===== src/rtl/dma_fifo_drain.sv =====
// dma_fifo_drain
//
// DMA write engine that empties the read side of the DMA FIFO into memory.
// A start pulse loads a byte base address and a word count. The engine then
// pops one word from a first-word-fall-through FIFO. It issues one memory
// write for that word and moves to the next consecutive word address. After
// the last write it pulses done_o for one cycle.
//
// Handshakes:
//   FIFO side   - fifo_data_i is valid whenever fifo_empty_i=0.
//                 fifo_pop_o=1 consumes the head word at the rising edge.
//                 fifo_pop_o is only raised when fifo_empty_i=0.
//   memory side - mem_req_o/mem_addr_o/mem_wdata_o are held stable until a
//                 rising edge that sees mem_req_o=1 and mem_gnt_i=1. That
//                 edge completes the write. mem_gnt_i has no effect unless
//                 mem_req_o=1.
//
// Ports:
//   clk_i, rst_i      clock, synchronous active-high reset
//   start_i           start pulse (only honoured while idle)
//   base_addr_i       first byte address, captured with start_i
//   len_i             word count, captured with start_i (0 = empty transfer)
//   busy_o            high whenever the engine is not idle
//   done_o            one-cycle pulse at the end of a transfer
//   fifo_data_i       FIFO head word
//   fifo_empty_i      FIFO empty flag
//   fifo_pop_o        FIFO pop strobe
//   mem_req_o         memory write request
//   mem_addr_o        memory write byte address
//   mem_wdata_o       memory write data
//   mem_gnt_i         memory grant
module dma_fifo_drain #(
  parameter int C_WIDTH      = 64,
  parameter int C_ADDR_WIDTH = 32,
  parameter int C_LEN_WIDTH  = 16
) (
  input  logic                    clk_i,
  input  logic                    rst_i,
  input  logic                    start_i,
  input  logic [C_ADDR_WIDTH-1:0] base_addr_i,
  input  logic [C_LEN_WIDTH-1:0]  len_i,
  output logic                    busy_o,
  output logic                    done_o,
  input  logic [C_WIDTH-1:0]      fifo_data_i,
  input  logic                    fifo_empty_i,
  output logic                    fifo_pop_o,
  output logic                    mem_req_o,
  output logic [C_ADDR_WIDTH-1:0] mem_addr_o,
  output logic [C_WIDTH-1:0]      mem_wdata_o,
  input  logic                    mem_gnt_i
);

  // Byte distance between consecutive words.
  localparam logic [C_ADDR_WIDTH-1:0] ADDR_STEP = C_ADDR_WIDTH'(C_WIDTH / 8);

  typedef enum logic [1:0] {
    S_IDLE  = 2'd0,
    S_FETCH = 2'd1,
    S_REQ   = 2'd2,
    S_DONE  = 2'd3
  } state_t;

  state_t                  state, state_nxt;
  logic [C_ADDR_WIDTH-1:0] addr, addr_nxt;
  logic [C_LEN_WIDTH-1:0]  remaining, remaining_nxt;
  logic [C_WIDTH-1:0]      wdata, wdata_nxt;

  always_ff @(posedge clk_i) begin
    if (rst_i) begin
      state     <= S_IDLE;
      addr      <= '0;
      remaining <= '0;
      wdata     <= '0;
    end else begin
      state     <= state_nxt;
      addr      <= addr_nxt;
      remaining <= remaining_nxt;
      wdata     <= wdata_nxt;
    end
  end

  always_comb begin
    state_nxt     = state;
    addr_nxt      = addr;
    remaining_nxt = remaining;
    wdata_nxt     = wdata;
    fifo_pop_o    = 1'b0;

    case (state)
      S_IDLE: begin
        if (start_i) begin
          if (len_i != '0) begin
            addr_nxt      = base_addr_i;
            remaining_nxt = len_i;
            state_nxt     = S_FETCH;
          end else begin
            // Empty transfer: report completion without touching FIFO or bus.
            state_nxt = S_DONE;
          end
        end
      end

      S_FETCH: begin
        // The FIFO is fall-through, so the head word is captured on the same
        // edge that pops it.
        if (!fifo_empty_i) begin
          fifo_pop_o = 1'b1;
          wdata_nxt  = fifo_data_i;
          state_nxt  = S_REQ;
        end
      end

      S_REQ: begin
        if (mem_gnt_i) begin
          addr_nxt      = addr + ADDR_STEP;
          remaining_nxt = remaining - C_LEN_WIDTH'(1);
          state_nxt     = (remaining == C_LEN_WIDTH'(1)) ? S_DONE : S_FETCH;
        end
      end

      S_DONE: begin
        state_nxt = S_IDLE;
      end

      default: begin
        state_nxt = S_IDLE;
      end
    endcase
  end

  // All status and bus outputs are decoded from registered state. They drop
  // to their idle values on the cycle after a reset.
  assign busy_o      = (state != S_IDLE);
  assign done_o      = (state == S_DONE);
  assign mem_req_o   = (state == S_REQ);
  assign mem_addr_o  = addr;
  assign mem_wdata_o = wdata;

endmodule


===== config.mk =====
export PLATFORM = sky130hd
export DESIGN_NAME = dma_fifo_drain
export DESIGN_NICKNAME = d
export VERILOG_FILES = /design/src/rtl/dma_fifo_drain.sv
export SDC_FILE = /design/constraint.sdc
export NUM_CORES = 1
export LEC_CHECK = 0
export CORE_MARGIN = 10
export CORE_UTILIZATION = 43
export DETAILED_ROUTE_END_ITERATION = 8
export PLACE_DENSITY = 0.8
export SYNTH_ARGS = -nofsm -noshare
export SYNTH_HDL_FRONTEND = slang
export SYNTH_SLANG_ARGS = --single-unit

===== constraint.sdc =====
create_clock -name clk_i -period 2.1 [get_ports clk_i]
set_input_delay 0.42 -clock clk_i [delete_from_list [all_inputs] [get_ports clk_i]]
set_output_delay 0.42 -clock clk_i [all_outputs]
set_load 0.1 [all_outputs]

==> out/qor.csv, run 1 <==
stage,metric,value,unit
worst_setup_path,critical path cell sequence,buf_12 > nand2b_1 > inv_2 > buf_4 > buf_12,
drt,DR iter-0 viols,495,
worst_setup_path,Worst R2R Path Depth,5,
timing,max-slew violations,0,
min_path,HP Class,in2reg,
worst_setup_path,CP dominant cell by count,buf_12,
synthesis,Post-Synthesis Cells,688,
timing,crit share post-route,96.22,%
worst_setup_path,CP Class,reg2out,
timing,worst-case clock skew,0.006711,ns
floorplanning,Starting Density,43.94,%
clock_network,Longest Clk Path Bufs,2,
clock_network,Clock transition at path regs,0.05,ns
grt,GRT Overall Usage,22.80,%
synthesis,register area share after synthesis,43.06,%
worst_setup_path,Worst R2R End,remaining[11]$_SDFFE_PP0P_,
synthesis,Post-synth EDFFs,0,
pwr,LEAKAGE,3.243,nW
synthesis,top post-synthesis cells by area,"dfxtp_1 (43%), nand2_1 (12%), a21oi_1 (10%), o21ai_0 (2.8%), nor2_1 (2.3%)",
timing,Slew headroom,55.01,%
worst_setup_path,worst reg2reg path startpoint,remaining[0]$_SDFFE_PP0P_,
grt,global route overflow,0,
drt,DRT Pass-1 Iters,5,
timing,final setup fails,0,
placement,post-DP HPWL,14940,µm
final_layout,fin nets,1040,
grt,first-pass GRT wire length,31420,µm
worst_setup_path,crit start category,register,
placement,gp weighted congestion,0.9262,
pwr,switching portion of total power,35.61,%
pwr,Clk pwr share,36.4,%
floorplanning,IO Count,217,
timing,worst-margin pin slew,0.6711,ns
clock_network,htree depth,4,
timing,crit path time final,2.021,ns
pwr,Max VDD drop,0.7275,mV
worst_setup_path,"Buf+Inv Stages, Crit Path",4,
worst_setup_path,WP data arrival,1.60,ns
floorplanning,DIE WIDTH,131.0,µm
pwr,Seq pwr share,33.5,%
final_layout,# diodes,0,
pwr,total power,7.493,mW
timing,Fin Hold WS,0.3687,ns
final_layout,Syn-to-layout area delta,57.20,%
drt,Via density,5.702,
min_path,worst hold path cell count,2,
synthesis,#FFs+latches synth,114,
pwr,Power per Cell Area,899.3,mW/mm²
drt,Total Wirelength,20520,µm
worst_setup_path,CP endpoint kind,primary output,
min_path,hold endpoint,mem_addr_o[10]$_SDFFE_PP0P_,
floorplanning,die area,0.01717,mm²
placement,port buffer count,216,
timing,Fin. Hold Viols,0,
clock_network,clock buffer count from CTS,17,
synthesis,asr flop ratio synth,0,%
drt,DRC violations left,0,
synthesis,post-synthesis cell area,0.005300,mm²
clock_network,CTS tree,yes,
worst_setup_path,r2r setup slk,0.16,ns
worst_setup_path,Top Family by Delay on Critical Path,buffers and inverters,
run_status,status,completed,
floorplanning,chip height,131.0,µm
grt,pin count of the biggest net entering global routing,65,
floorplanning,row cnt,40,
job,Max-cap violations,0,
worst_setup_path,"Data required, critical path",1.68,ns
final_layout,layout cells sized above 1,23.71,%
drt,drt wl/cell,18.65,µm
synthesis,Ys Warns,0,
drt,total number of vias,6272,
floorplanning,core region area,0.01206,mm²
pwr,Int Pwr,4.825,mW
synthesis,most area-hungry cell type in the Yosys netlist,dfxtp_1,
clock_network,root buffer cell,clkbuf_16,
pwr,net load switching power,2.668,mW
synthesis,Synth Area per Inst,7.704,µm²
min_path,hold_sp,rst_i,
clock_network,clock sink count,114,
drt,Post-DRT Antenna Nets,0,
synthesis,syn_nets,808,
worst_setup_path,max incr delay on CP,0.38,ns
synthesis,share of the synthesized area in the top cell type,43.06,%
worst_setup_path,"critical path fanouts, max",31,
timing,max frequency,0.4949,GHz
worst_setup_path,CP max-delay cell,dfxtp_2,
clock_network,"Clk Latency, worst-skew pair",0.41,ns
pwr,Gate power share,30.1,%
grt,number of global-route vias before repair,6131,
synthesis,ys flop type,dfxtp_1,
grt,initial antenna violation count,0,
synthesis,"Distinct cells, synth",65,
==> power groups by stage <==
stage	Combinational [mW]	Clock [mW]	Sequential (mW)
5_1_grt	2.37	2.87	2.53
3_5_place_dp	2.22	0	2.55
3_3_place_gp	2.18	0	2.53
2_1_floorplan	0.657	0	3.36
6_report	2.25	2.73	2.51
4_1_cts	2.23	2.76	2.50
==> repair_timing <==
item                       4_1_cts  5_1_grt
setup endpoints to repair       11       46
buffers inserted                 0        2
pin swaps                        0        2
hold buffers                     0        0
gates resized for setup          4       11
==> state kept, by name (all words and copies together) (netlist names) <==
register     cells
remaining       16
state            2
mem_wdata_o     64
mem_addr_o      32
==> worst register-to-register path, cell delays in order, from the launching register on <==
cell and delay [ns]:
dfxtp_1 0.34, or4_1 0.73, nand2b_1 0.25, o22ai_1 0.19, nand2_1 0.08, a32o_1 0.25
==> cell families (layout without fill, tap and decap cells) <==
group,after synthesis,after routing,share of synthesized area [%]
AO/OA/AOI/OAI,210,210,24.41
XOR/XNOR,3,3,0.4958
AND/OR/NAND/NOR,295,295,26.13
flip-flops,114,114,43.06
adder cells (fa/ha/maj),3,3,0.7083
buffers and inverters,62,306,5.005
multiplexers,1,1,0.1889
==> metrics by stage <==
step / cells / setup WS, ns / util (%) / TNS (ns) / area [µm²]
CTS: 1098 / 0.01192 / 68.39 / 0 / 8249
finish: 1100 / 0.07928 / 69.08 / 0 / 8332
floorplan: 688 / 0.02997 / - / 0 / 5334
detailed placement: 1067 / -0.5653 / 63.60 / -18.08 / 7671
global placement: 1067 / -0.4259 / 63.60 / -17.11 / 7671
global route: 1100 / -0.0007683 / 69.08 / -0.0007683 / 8332
==> synth_stat cells (all sizes together) (12+ instances only) <==
cell    instances
a211oi         14
a21oi         106
buf            20
clkbuf         28
dfxtp         114
inv            14
nand2         173
nand3          12
nand4          13
nor2           33
nor3           14
nor4           16
o21ai          31
==> layout by cell type (no fill, tap or decap), types with 3 or more instances in the layout <==
cell,n
a31oi_1,4
nor2_1,32
or4_1,3
nand4_1,13
and3_1,7
buf_4,135
xor2_1,3
buf_12,9
clkbuf_8,5
nor3_1,12
nand2_1,172
clkdlybuf4s50_1,115
clkbuf_16,17
nor4_4,4
ha_1,3
o32ai_1,8
a21oi_1,105
a311oi_1,3
or3_1,5
and4_1,3
o22ai_1,6
dfxtp_2,20
inv_1,12
nor4_2,5
a211oi_1,13
a32o_1,5
a221oi_1,4
clkbuf_1,5
o31ai_1,7
dfxtp_1,92
nor4_1,7
o21ai_0,30
nand3_1,11
==> final cells by class <==
class	instances	area, µm²
Clock buffer	27	513.0
Inverter	14	52.55
Timing Repair Buffer	261	2367
Clock inverter	4	47.55
Tap cell	168	210.2
Sequential cell	114	2315
Multi-Input combinational cell	512	2826
Fill cell	964	3730
==> metal layers <==
layer  track usage (%)  wire length, µm  part of all wire, %
met1             25.75             7577                   37
met2             39.27            10570                   52
met3             6.890             1951                  9.5
met4             9.222              418                  2.0
met5                 0                0                    0
==> worst max path at each step <==
stage	startpoint	end	slack, ns	cells after the start
floorplan	mem_addr_o[24]$_SDFFE_PP0P_	mem_addr_o[29]$_SDFFE_PP0P_	0.03	4
global placement	len_i[7]	mem_addr_o[2]$_SDFFE_PP0P_	-0.43	7
detailed placement	len_i[7]	mem_addr_o[2]$_SDFFE_PP0P_	-0.57	7
CTS	state[1]$_SDFFE_PP0P_	mem_req_o	0.01	5
global route	len_i[11]	mem_addr_o[28]$_SDFFE_PP0P_	-0.0008	8
finish	state[1]$_SDFFE_PP0P_	mem_req_o	0.08	5
No activity file was read; power rests on OpenSTA's default activity.
==> inputs of run 2 (changes only) <==
- CORE_MARGIN: 10 -> 8
==> run 2 against run 1 <==
The flow now finishes with violations (negative setup slack). Combinational power down 2%. Highest routed layer unchanged. Register-to-register slack lost 0.03 ns. Power increased by 0.15%. Critical endpoint is now mem_addr_o[10]$_SDFFE_PP0P_. Largest power group unchanged. Sequential power hardly changed. Critical path depth grew 3. Final cell count shrank 2.3%. Wire length fell by 4.1%. Via count decreased by 2.3%. First-iteration DRC count up 21%. Flip-flop and latch count unchanged.
==> out/qor.csv, run 2 (same netlist as run 1, synthesis figures left out) <==
stage,metric,value,unit,change
grt,pin count of the biggest net entering global routing,65,,unchanged
worst_setup_path,"Data required, critical path",2.43,ns,was 1.68 ns
final_layout,"most common cell after layout, fill and taps aside",nand2_1,,unchanged
grt,number of global-route vias before repair,6075,,was 6131
drt,drt wl/cell,18.31,µm,was 18.65 µm
clock_network,hold-fix buffers at CTS,0,,unchanged
placement,post-DP HPWL,14060,µm,was 14940 µm
pwr,Power per Cell Area,912.7,mW/mm²,was 899.3 mW/mm²
final_layout,max reg flops,64,,unchanged
worst_setup_path,critical path cell sequence,clkdlybuf4s50_1 > nor4_2 > a41oi_1 > buf_4 > a21oi_2 > buf_4 > o21ai_0 > a21oi_1,,was buf_12 > nand2b_1 > inv_2 > buf_4 > buf_12
pwr,total power,7.504,mW,was 7.493 mW
final_layout,Syn-to-layout area delta,55.12,%,was 57.20%
placement,port buffer count,216,,unchanged
clock_network,"Clk Latency, worst-skew pair",0.42,ns,was 0.41 ns
placement,gp weighted congestion,0.8921,,was 0.9262
timing,max frequency,0.4749,GHz,was 0.4949 GHz
run_status,failing checks,negative setup slack,,
job,Max-cap violations,0,,unchanged
floorplanning,Starting Density,44.12,%,was 43.94%
final_layout,multi-input logic area,0.002795,mm²,was 0.002826 mm²
drt,Post-DRT Antenna Nets,0,,unchanged
timing,max-slew violations,0,,unchanged
clock_network,clock sink count,114,,unchanged
final_layout,# diodes,0,,unchanged
final_layout,layout cells sized above 1,23.38,%,was 23.71%
floorplanning,chip height,127.0,µm,was 131.0 µm
worst_setup_path,CP endpoint kind,register,,was primary output
clock_network,Clock transition at path regs,0.05,ns,about the same
worst_setup_path,CP Class,in2reg,,was reg2out
drt,DR iter-0 viols,599,,was 495
timing,crit path time final,2.106,ns,was 2.021 ns
floorplanning,die area,0.01613,mm²,was 0.01717 mm²
final_layout,Sequential Area,0.002313,mm²,was 0.002315 mm²
clock_network,CTS tree,yes,,unchanged
worst_setup_path,CP max-delay cell,clkdlybuf4s50_1,,was dfxtp_2
grt,global route overflow,0,,unchanged
grt,initial antenna violation count,0,,unchanged
worst_setup_path,CP dominant cell by count,buf_4,,was buf_12
pwr,Max VDD drop,0.6249,mV,was 0.7275 mV
timing,setup_tns,-0.005687,ns,was 0 ns
grt,first-pass GRT wire length,30860,µm,was 31420 µm
timing,worst-margin pin slew,0.7606,ns,was 0.6711 ns
worst_setup_path,max incr delay on CP,0.46,ns,was 0.38 ns
timing,Fin. Hold Viols,0,,unchanged
worst_setup_path,crit start category,input port,,was register
grt,GRT Overall Usage,23.80,%,was 22.80%
clock_network,root buffer cell,clkbuf_16,,unchanged
floorplanning,IO Count,217,,unchanged
timing,Final Worst Setup Slack,-0.005687,ns,was 0.07928 ns
timing,worst-case clock skew,0.01196,ns,was 0.006711 ns
clock_network,htree depth,4,,unchanged
drt,Total Wirelength,19680,µm,was 20520 µm
drt,DRC violations left,0,,unchanged
timing,RSZ-0062 raised after global routing,true,,
min_path,HP Class,in2reg,,unchanged
clock_network,Longest Clk Path Bufs,2,,unchanged
drt,DRT Pass-1 Iters,5,,unchanged
final_layout,FILL cells,978,,was 964
final_layout,fin nets,1035,,was 1040
worst_setup_path,WP data arrival,2.44,ns,was 1.60 ns
floorplanning,DIE WIDTH,127.0,µm,was 131.0 µm
floorplanning,core region area,0.01201,mm²,was 0.01206 mm²
pwr,LEAKAGE,3.220,nW,was 3.243 nW
drt,Via density,5.700,,was 5.702
timing,Slew headroom,49.02,%,was 55.01%
clock_network,clock buffer count from CTS,17,,unchanged
floorplanning,row cnt,40,,unchanged
timing,Fin Hold WS,0.3964,ns,was 0.3687 ns
run_status,status,"finished, violations left",,was completed
timing,final setup fails,1,,was 0
worst_setup_path,"critical path fanouts, max",14,,was 31
timing,crit share post-route,100.3,%,was 96.22%
final_layout,most frequent cells in the layout,"nand2_1 (172), buf_4 (133), clkdlybuf4s50_1 (115), a21oi_1 (105), dfxtp_1 (93)",,"was nand2_1 (172), buf_4 (135), clkdlybuf4s50_1 (115), a21oi_1 (105), dfxtp_1 (92)"
drt,total number of vias,6128,,was 6272
==> run 2: worst paths after layout <==
| check | start | endpoint | slack (ns) | cells after the start |
|---|---|---|---|---|
| max | len_i[6] | mem_addr_o[10]$_SDFFE_PP0P_ | -0.006 | 8 |
| min | rst_i | mem_addr_o[15]$_SDFFE_PP0P_ | 0.40 | 2 |
| max reg2reg | mem_addr_o[3]$_SDFFE_PP0P_ | mem_addr_o[31]$_SDFFE_PP0P_ | 0.13 | 6 |
| min reg2reg | mem_wdata_o[34]$_SDFFE_PP0P_ | mem_wdata_o[34]$_SDFFE_PP0P_ | 0.45 | 2 |
==> run 2: area by class of cell <==
class	instances	share of cell area, %
multi-input combinational	512	34.00
clock inverter	11	1.354
inverter	14	0.6392
tap	147	2.237
sequential	114	28.14
clock buffer	21	5.600
timing repair buffer	256	28.03
==> run 2: timing repair <==
action | in CTS | in global routing
pin swaps | 0 | 1
endpoints found under the setup margin | 22 | 16
resized for setup | 5 | 2
setup buffers | 0 | 2
gates cloned | 0 | 0
==> run 2: stage by stage <==
stage	worst slack [ns]	area, µm²	instances	utilization (%)
global route	-0.03440	8222	1075	68.45
global placement	-0.4699	7595	1041	63.23
detailed placement	-0.5549	7595	1041	63.23
finish	-0.005687	8222	1075	68.45
floorplan	0.02997	5334	688	-
CTS	0.06171	8194	1073	68.22
==> run 2: layer usage <==
| layer | GRT usage [%] | wire length [µm] | vias up |
|---|---|---|---|
| li1 | - | - | 2927 |
| met1 | 26.38 | 7697 | 2839 |
| met2 | 40.49 | 9794 | 305 |
| met3 | 6.739 | 1513 | 57 |
| met4 | 13.09 | 677 | 0 |
| met5 | 0 | 0 | - |
==> run 2: worst max-delay path, delay by kind of cell <==
family                 cells  cell delay [ns]
AOI/OAI and AO/OA          4             0.72
buffers and inverters      3             0.91
and+or+nand+nor            1             0.38
==> run 2: where the power goes <==
| part | internal [mW] | total (mW) | switching [mW] | leakage (nW) |
|---|---|---|---|---|
| logic | 0.687 | 2.20 | 1.51 | 1.99 |
| clock network | 1.79 | 2.79 | 1.00 | 0.286 |
| registers | 2.33 | 2.51 | 0.178 | 0.940 |
